**src/rtl/cs_check.sv**
```systemverilog
`default_nettype none
// ============================================================================
//  Module   : cs_check
//  Brief    : Receive-side one's-complement checksum checker. Accepts one
//             packet holding two data fields plus their 8-bit checksums,
//             re-accumulates each field byte-serially with end-around carry
//             and reports a per-field pass flag and the final accumulators.
//  Revision : 1.0 - initial release
// ============================================================================
module cs_check #(
  parameter int WIDTH_DATA_1   = 384,
  parameter int WIDTH_RESULT_1 = 8,
  parameter int WIDTH_DATA_2   = 128,
  parameter int WIDTH_RESULT_2 = 8
) (
  input  logic                                   clk,
  input  logic                                   rst,
  input  logic                                   in_valid,
  input  logic [WIDTH_DATA_1+WIDTH_DATA_2-1:0]   data,
  input  logic [WIDTH_RESULT_1+WIDTH_RESULT_2-1:0] result,
  output logic                                   in_ready,
  output logic                                   out_valid,
  output logic [1:0]                             pass,
  output logic [WIDTH_RESULT_1+WIDTH_RESULT_2-1:0] syndrome
);

  localparam int N1    = WIDTH_DATA_1 / 8;
  localparam int N2    = WIDTH_DATA_2 / 8;
  localparam int CNT_W = (N1 > 1) ? $clog2(N1) : 1;
  localparam int RES_W = WIDTH_RESULT_1 + WIDTH_RESULT_2;

  // Byte index of the final field-1 byte; the count stops here.
  localparam logic [CNT_W-1:0] CNT_LAST = CNT_W'(N1 - 1);
  // One extra bit so N2 == N1 (which may not fit in CNT_W) compares cleanly.
  localparam logic [CNT_W:0]   N2_CNT   = (CNT_W + 1)'(N2);

  localparam logic [1:0] S_IDLE = 2'd0;
  localparam logic [1:0] S_ACC  = 2'd1;
  localparam logic [1:0] S_DONE = 2'd2;

  // End-around-carry add; the folded carry can never overflow again.
  function automatic logic [7:0] eac_add(input logic [7:0] a, input logic [7:0] b);
    logic [8:0] t;
    t = {1'b0, a} + {1'b0, b};
    return t[7:0] + {7'b0, t[8]};
  endfunction

  logic [1:0]              state_q, state_d;
  logic [CNT_W-1:0]        cnt_q, cnt_d;
  logic [WIDTH_DATA_1-1:0] sh1_q, sh1_d;
  logic [WIDTH_DATA_2-1:0] sh2_q, sh2_d;
  logic [7:0]              acc1_q, acc1_d;
  logic [7:0]              acc2_q, acc2_d;
  logic [1:0]              pass_q, pass_d;
  logic [RES_W-1:0]        syn_q, syn_d;
  logic [7:0]              acc1_nxt, acc2_nxt;

  // State and datapath registers; reset returns everything to idle values.
  always_ff @(posedge clk) begin
    if (rst) begin
      state_q <= S_IDLE;
      cnt_q   <= '0;
      sh1_q   <= '0;
      sh2_q   <= '0;
      acc1_q  <= '0;
      acc2_q  <= '0;
      pass_q  <= '0;
      syn_q   <= '0;
    end else begin
      state_q <= state_d;
      cnt_q   <= cnt_d;
      sh1_q   <= sh1_d;
      sh2_q   <= sh2_d;
      acc1_q  <= acc1_d;
      acc2_q  <= acc2_d;
      pass_q  <= pass_d;
      syn_q   <= syn_d;
    end
  end

  // Next-state logic: accept, walk every field-1 byte, then one verdict cycle.
  always_comb begin
    state_d = state_q;
    case (state_q)
      S_IDLE:  if (in_valid) state_d = S_ACC;
      S_ACC:   if (cnt_q == CNT_LAST) state_d = S_DONE;
      S_DONE:  state_d = S_IDLE;
      default: state_d = S_IDLE;
    endcase
  end

  // Datapath: load on accept, then fold the low byte of each shift register
  // per cycle; field 2 stops contributing once its N2 bytes are consumed.
  always_comb begin
    cnt_d    = cnt_q;
    sh1_d    = sh1_q;
    sh2_d    = sh2_q;
    acc1_d   = acc1_q;
    acc2_d   = acc2_q;
    pass_d   = pass_q;
    syn_d    = syn_q;
    acc1_nxt = eac_add(acc1_q, sh1_q[7:0]);
    acc2_nxt = ({1'b0, cnt_q} < N2_CNT) ? eac_add(acc2_q, sh2_q[7:0]) : acc2_q;

    if (state_q == S_IDLE && in_valid) begin
      sh1_d  = data[WIDTH_DATA_1+WIDTH_DATA_2-1:WIDTH_DATA_2];
      sh2_d  = data[WIDTH_DATA_2-1:0];
      acc1_d = result[RES_W-1 -: 8];
      acc2_d = result[7:0];
      cnt_d  = '0;
    end else if (state_q == S_ACC) begin
      acc1_d = acc1_nxt;
      acc2_d = acc2_nxt;
      sh1_d  = sh1_q >> 8;
      sh2_d  = sh2_q >> 8;
      if (cnt_q == CNT_LAST) begin
        // Verdict registers change only on the way into DONE.
        pass_d = {acc1_nxt == 8'hFF, acc2_nxt == 8'hFF};
        syn_d  = {acc1_nxt, acc2_nxt};
      end else begin
        cnt_d = cnt_q + 1'b1;
      end
    end
  end

  // Outputs decoded from the state register plus the held verdict.
  always_comb begin
    in_ready  = (state_q == S_IDLE);
    out_valid = (state_q == S_DONE);
    pass      = pass_q;
    syndrome  = syn_q;
  end

endmodule
`default_nettype wire

```
**config.mk**
```make
export PLATFORM = sky130hd
export DESIGN_NAME = cs_check
export DESIGN_NICKNAME = d
export VERILOG_FILES = /design/src/rtl/cs_check.sv
export SDC_FILE = /design/constraint.sdc
export NUM_CORES = 1
export LEC_CHECK = 0
export ABC_AREA = 1
export CORE_MARGIN = 10
export CORE_UTILIZATION = 45
export CTS_BUF_LIST = sky130_fd_sc_hd__clkbuf_8
export CTS_CLUSTER_DIAMETER = 50
export DETAILED_ROUTE_END_ITERATION = 8
export HOLD_SLACK_MARGIN = 0.1
export PLACE_DENSITY = 0.74
export SKIP_CTS_REPAIR_TIMING = 1
export SLEW_MARGIN = 30
export SYNTH_ARGS = -nofsm -noshare
export SYNTH_HDL_FRONTEND = slang
export SYNTH_SLANG_ARGS = --single-unit
```
**constraint.sdc**
```tcl
create_clock -name clk -period 4.4 [get_ports clk]
set_clock_uncertainty 0.1 [all_clocks]
set_input_delay 0.44 -clock clk [delete_from_list [all_inputs] [get_ports clk]]
set_output_delay 0.44 -clock clk [all_outputs]
set_load 0.005 [all_outputs]
```
==> flow_metrics.env <==
export IMPL_status="completed"
export IMPL_start_util_pct=45.4
export IMPL_reg2reg_slack_ns=1.26
export IMPL_synth_edf_count=0
export IMPL_pre_cts_ws_ns=1.32
export IMPL_h_tree_depth=3
export IMPL_ys_seq_area_share_pct=46.6
export IMPL_clock_latency_ns=0.70
export IMPL_ys_ff_latch=554
export IMPL_critPathKind="flip-flop to flip-flop"
export IMPL_clkTransAtPathRegs_ns=0.07
export IMPL_slew_headroom_pct=35.0
export IMPL_finalCritPeriodShare_pct=71.3
export IMPL_core_area_sq_mm=0.0524
export IMPL_fin_util_pct=60.0
export IMPL_stdcell_count=4447
export IMPL_peakVddDrop_mv=0.323
export IMPL_place_inst=4254
export IMPL_nNetsFinal=4216
export IMPL_crit_end="pass[0]"
export IMPL_clockRootBuffer="clkbuf_8"
export IMPL_worstPathArrival_ns=3.66
export IMPL_first_pass_iters=7
export IMPL_gp_congestion=0.872
export IMPL_clock_sinks=554
export IMPL_setup_violations_final=0
export IMPL_cellLeakagePower_nw=12.0
export IMPL_startpoint="sh2_q[0]"
export IMPL_cts_tree="done"
export IMPL_via_count=24300
export IMPL_die_width_microns=250
export IMPL_wl_per_cell_microns=18.9
export IMPL_dp_hpwl_microns=55200
export IMPL_final_max_slew_violation_count=0
export IMPL_crit_reg2reg_launch="sh2_q[0]"
export IMPL_drive_gt1_share_pct=5.24
export IMPL_num_rows=84
export IMPL_io_pins=551
export IMPL_ant_nets=0
export IMPL_drt_initial_drc_count=2389
export IMPL_hold_depth=4
export IMPL_die_h_microns=250
export IMPL_slowest_delay_ns=0.42
export IMPL_cts_buffers=93
export IMPL_grt_pass1_vias=22700
export IMPL_drc_errors=0
export IMPL_start_kind="flip-flop"
export IMPL_grt_overflow=0
export IMPL_antenna_found_initial=32
export IMPL_fmax_mhz=319
export IMPL_holdCritPathClass="input port to flip-flop"
export IMPL_cts_max_path_buffers=3
export IMPL_synth_main_ff_cell="dfxtp_1"
export IMPL_whs_ns=0.160
export IMPL_synth_net_count=3833
export IMPL_path_cells="ha_1 -> fa_1 -> nand2_1 -> nand2_1 -> nand3_1 -> nand2_1 -> a21oi_1 -> o21bai_1 -> ha_1 -> ha_1 -> inv_1 -> nand3_1 -> nand3_1 -> nand2_1 -> nor2_1 -> nand3_1 -> nor2_1 -> nand2_1 -> nor2_1 -> nand2_1 -> a21oi_1"
export IMPL_setup_slack_ns=1.26
export IMPL_synth_avg_cell_area_sq_um=7.26
export IMPL_slowest_stage="fa_1"
export IMPL_worstMarginPinSlew_ns=0.975
export IMPL_ys_warn_count=0
export IMPL_powerDensity_mw_per_mm2=410
export IMPL_required_ns=4.93
export IMPL_grt_max_degree=200
export IMPL_synth_async_reset_ratio_pct=0
export IMPL_crit_buf_inv=1
export IMPL_rr_worst_depth=21
export IMPL_critPathCaptureType="flip-flop"
export IMPL_cap_violations=0
export IMPL_wirelength_microns=84200
export IMPL_die_area_sq_mm=0.0625
export IMPL_syn_area_sq_mm=0.0238
export IMPL_rsz0062_at_grt="false"
export IMPL_path_max_fanout=3
export IMPL_crit_family="simple AND/OR/NAND/NOR gates"
export IMPL_grt_pass1_wl_microns=129000
export IMPL_synth_cell_types=30
export IMPL_worstReg2RegEnd="pass[0]"
export IMPL_vias_per_cell=5.47
export IMPL_portBuffers=550
export IMPL_cp_common_cell="nand2_1"
export IMPL_finalHoldViolCount=0
export IMPL_syn2layout_area_growth_pct=32.2
export IMPL_cp_depth=21
export IMPL_finalSetupTns_ns=0
export IMPL_grt_total_usage_pct=25.1
export IMPL_layout_min_cycle_time_ns=3.14
export IMPL_netlist_instances=3278
## through the flow
step	power, mW	cell area, sq um
finish	12.9	31500
global route	13.5	31400
floorplan	7.06	23800
CTS	12.9	31400
global placement	7.95	29300
detailed placement	7.97	29300
## flip-flops by register name, summed over array words and instances (netlist names)
register	count
sh1_q	384
sh2_q	128
syndrome	16
acc1_q	8
acc2_q	8
cnt_q	6
pass	2
state_q	2
## worst min path at each step
| stage | startpoint | endpoint |
|---|---|---|
| 2_1_floorplan | cnt_q[2] | cnt_q[2] |
| 3_3_place_gp | sh2_q[120] | sh2_q[120] |
| 3_5_place_dp | sh1_q[378] | sh1_q[378] |
| 4_1_cts | rst | sh1_q[40] |
| 5_1_grt | data[315] | sh1_q[187] |
| 6_report | rst | sh1_q[13] |
## cell type report
| type | instances | area, sq um |
|---|---|---|
| fillers | 4824 | 21000 |
| multi-input cells | 2373 | 11300 |
| flip-flops and latches | 554 | 11100 |
| repair buffers | 577 | 5830 |
| clock buffers | 122 | 1680 |
| well taps | 688 | 861 |
| clock inverters | 49 | 379 |
| inverters | 62 | 263 |
| diodes | 22 | 55.1 |
## worst register-to-register path: cells and delay by family (launching register included)
kind | cells | cell delay [ns]
buffers and inverters | 1 | 0.08
flip-flops | 1 | 0.32
AO/OA/AOI/OAI | 3 | 0.35
adder cells (fa/ha/maj) | 4 | 1.07
AND/OR/NAND/NOR | 13 | 1.16
## layer usage
metal	global-route usage (%)	share of wire [%]	up-vias
met5	0	0.18	-
met4	8.45	2.1	22
met1	33.0	44	11300
met3	7.01	7.4	131
li1	-	-	12000
met2	39.0	46	799
## cells by family (layout without fill, tap and decap cells)
family,Yosys count,after routing,share of synthesized area [%]
other,0,22,0
and+or+nand+nor,863,863,14.2
buffers and inverters,351,810,5.92
adders and majority gates,24,24,1.33
DFF,554,554,46.6
xor gates and xnor gates,6,6,0.221
AOI/OAI and AO/OA,1480,1480,31.7
## Yosys cell counts, types with 3 or more instances
master	instances	area share, %
a21oi_1	490	10
a31oi_1	52	1.4
buf_1	9	0.14
buf_2	63	1.3
buf_4	3	0.095
clkbuf_1	214	3.4
dfxtp_1	554	47
ha_1	22	1.2
inv_1	60	0.95
nand2_1	759	12
nand3_1	51	1.1
nand4_1	7	0.18
nor2_1	27	0.43
o211ai_1	15	0.47
o21ai_0	810	17
o21ai_1	100	2.1
o21bai_1	12	0.38
or2_2	9	0.24
xnor2_1	3	0.11
xor2_1	3	0.11
## layout by cell type (no fill, tap or decap), types with 27 or more instances in the layout
| cell | instances |
|---|---|
| a21oi_1 | 490 |
| clkbuf_8 | 122 |
| nor2_1 | 27 |
| nand2_1 | 758 |
| nand3_1 | 51 |
| dfxtp_1 | 554 |
| inv_1 | 80 |
| clkdlybuf4s50_1 | 549 |
| o21ai_1 | 100 |
| o21ai_0 | 810 |
| a31oi_1 | 52 |
## power breakdown
group / switching, mW / internal [mW] / total, mW
registers: 0.242 / 5.50 / 5.74
clock network: 2.20 / 2.79 / 5.00
logic: 1.23 / 0.935 / 2.17
No activity file was read; power rests on OpenSTA's default activity.
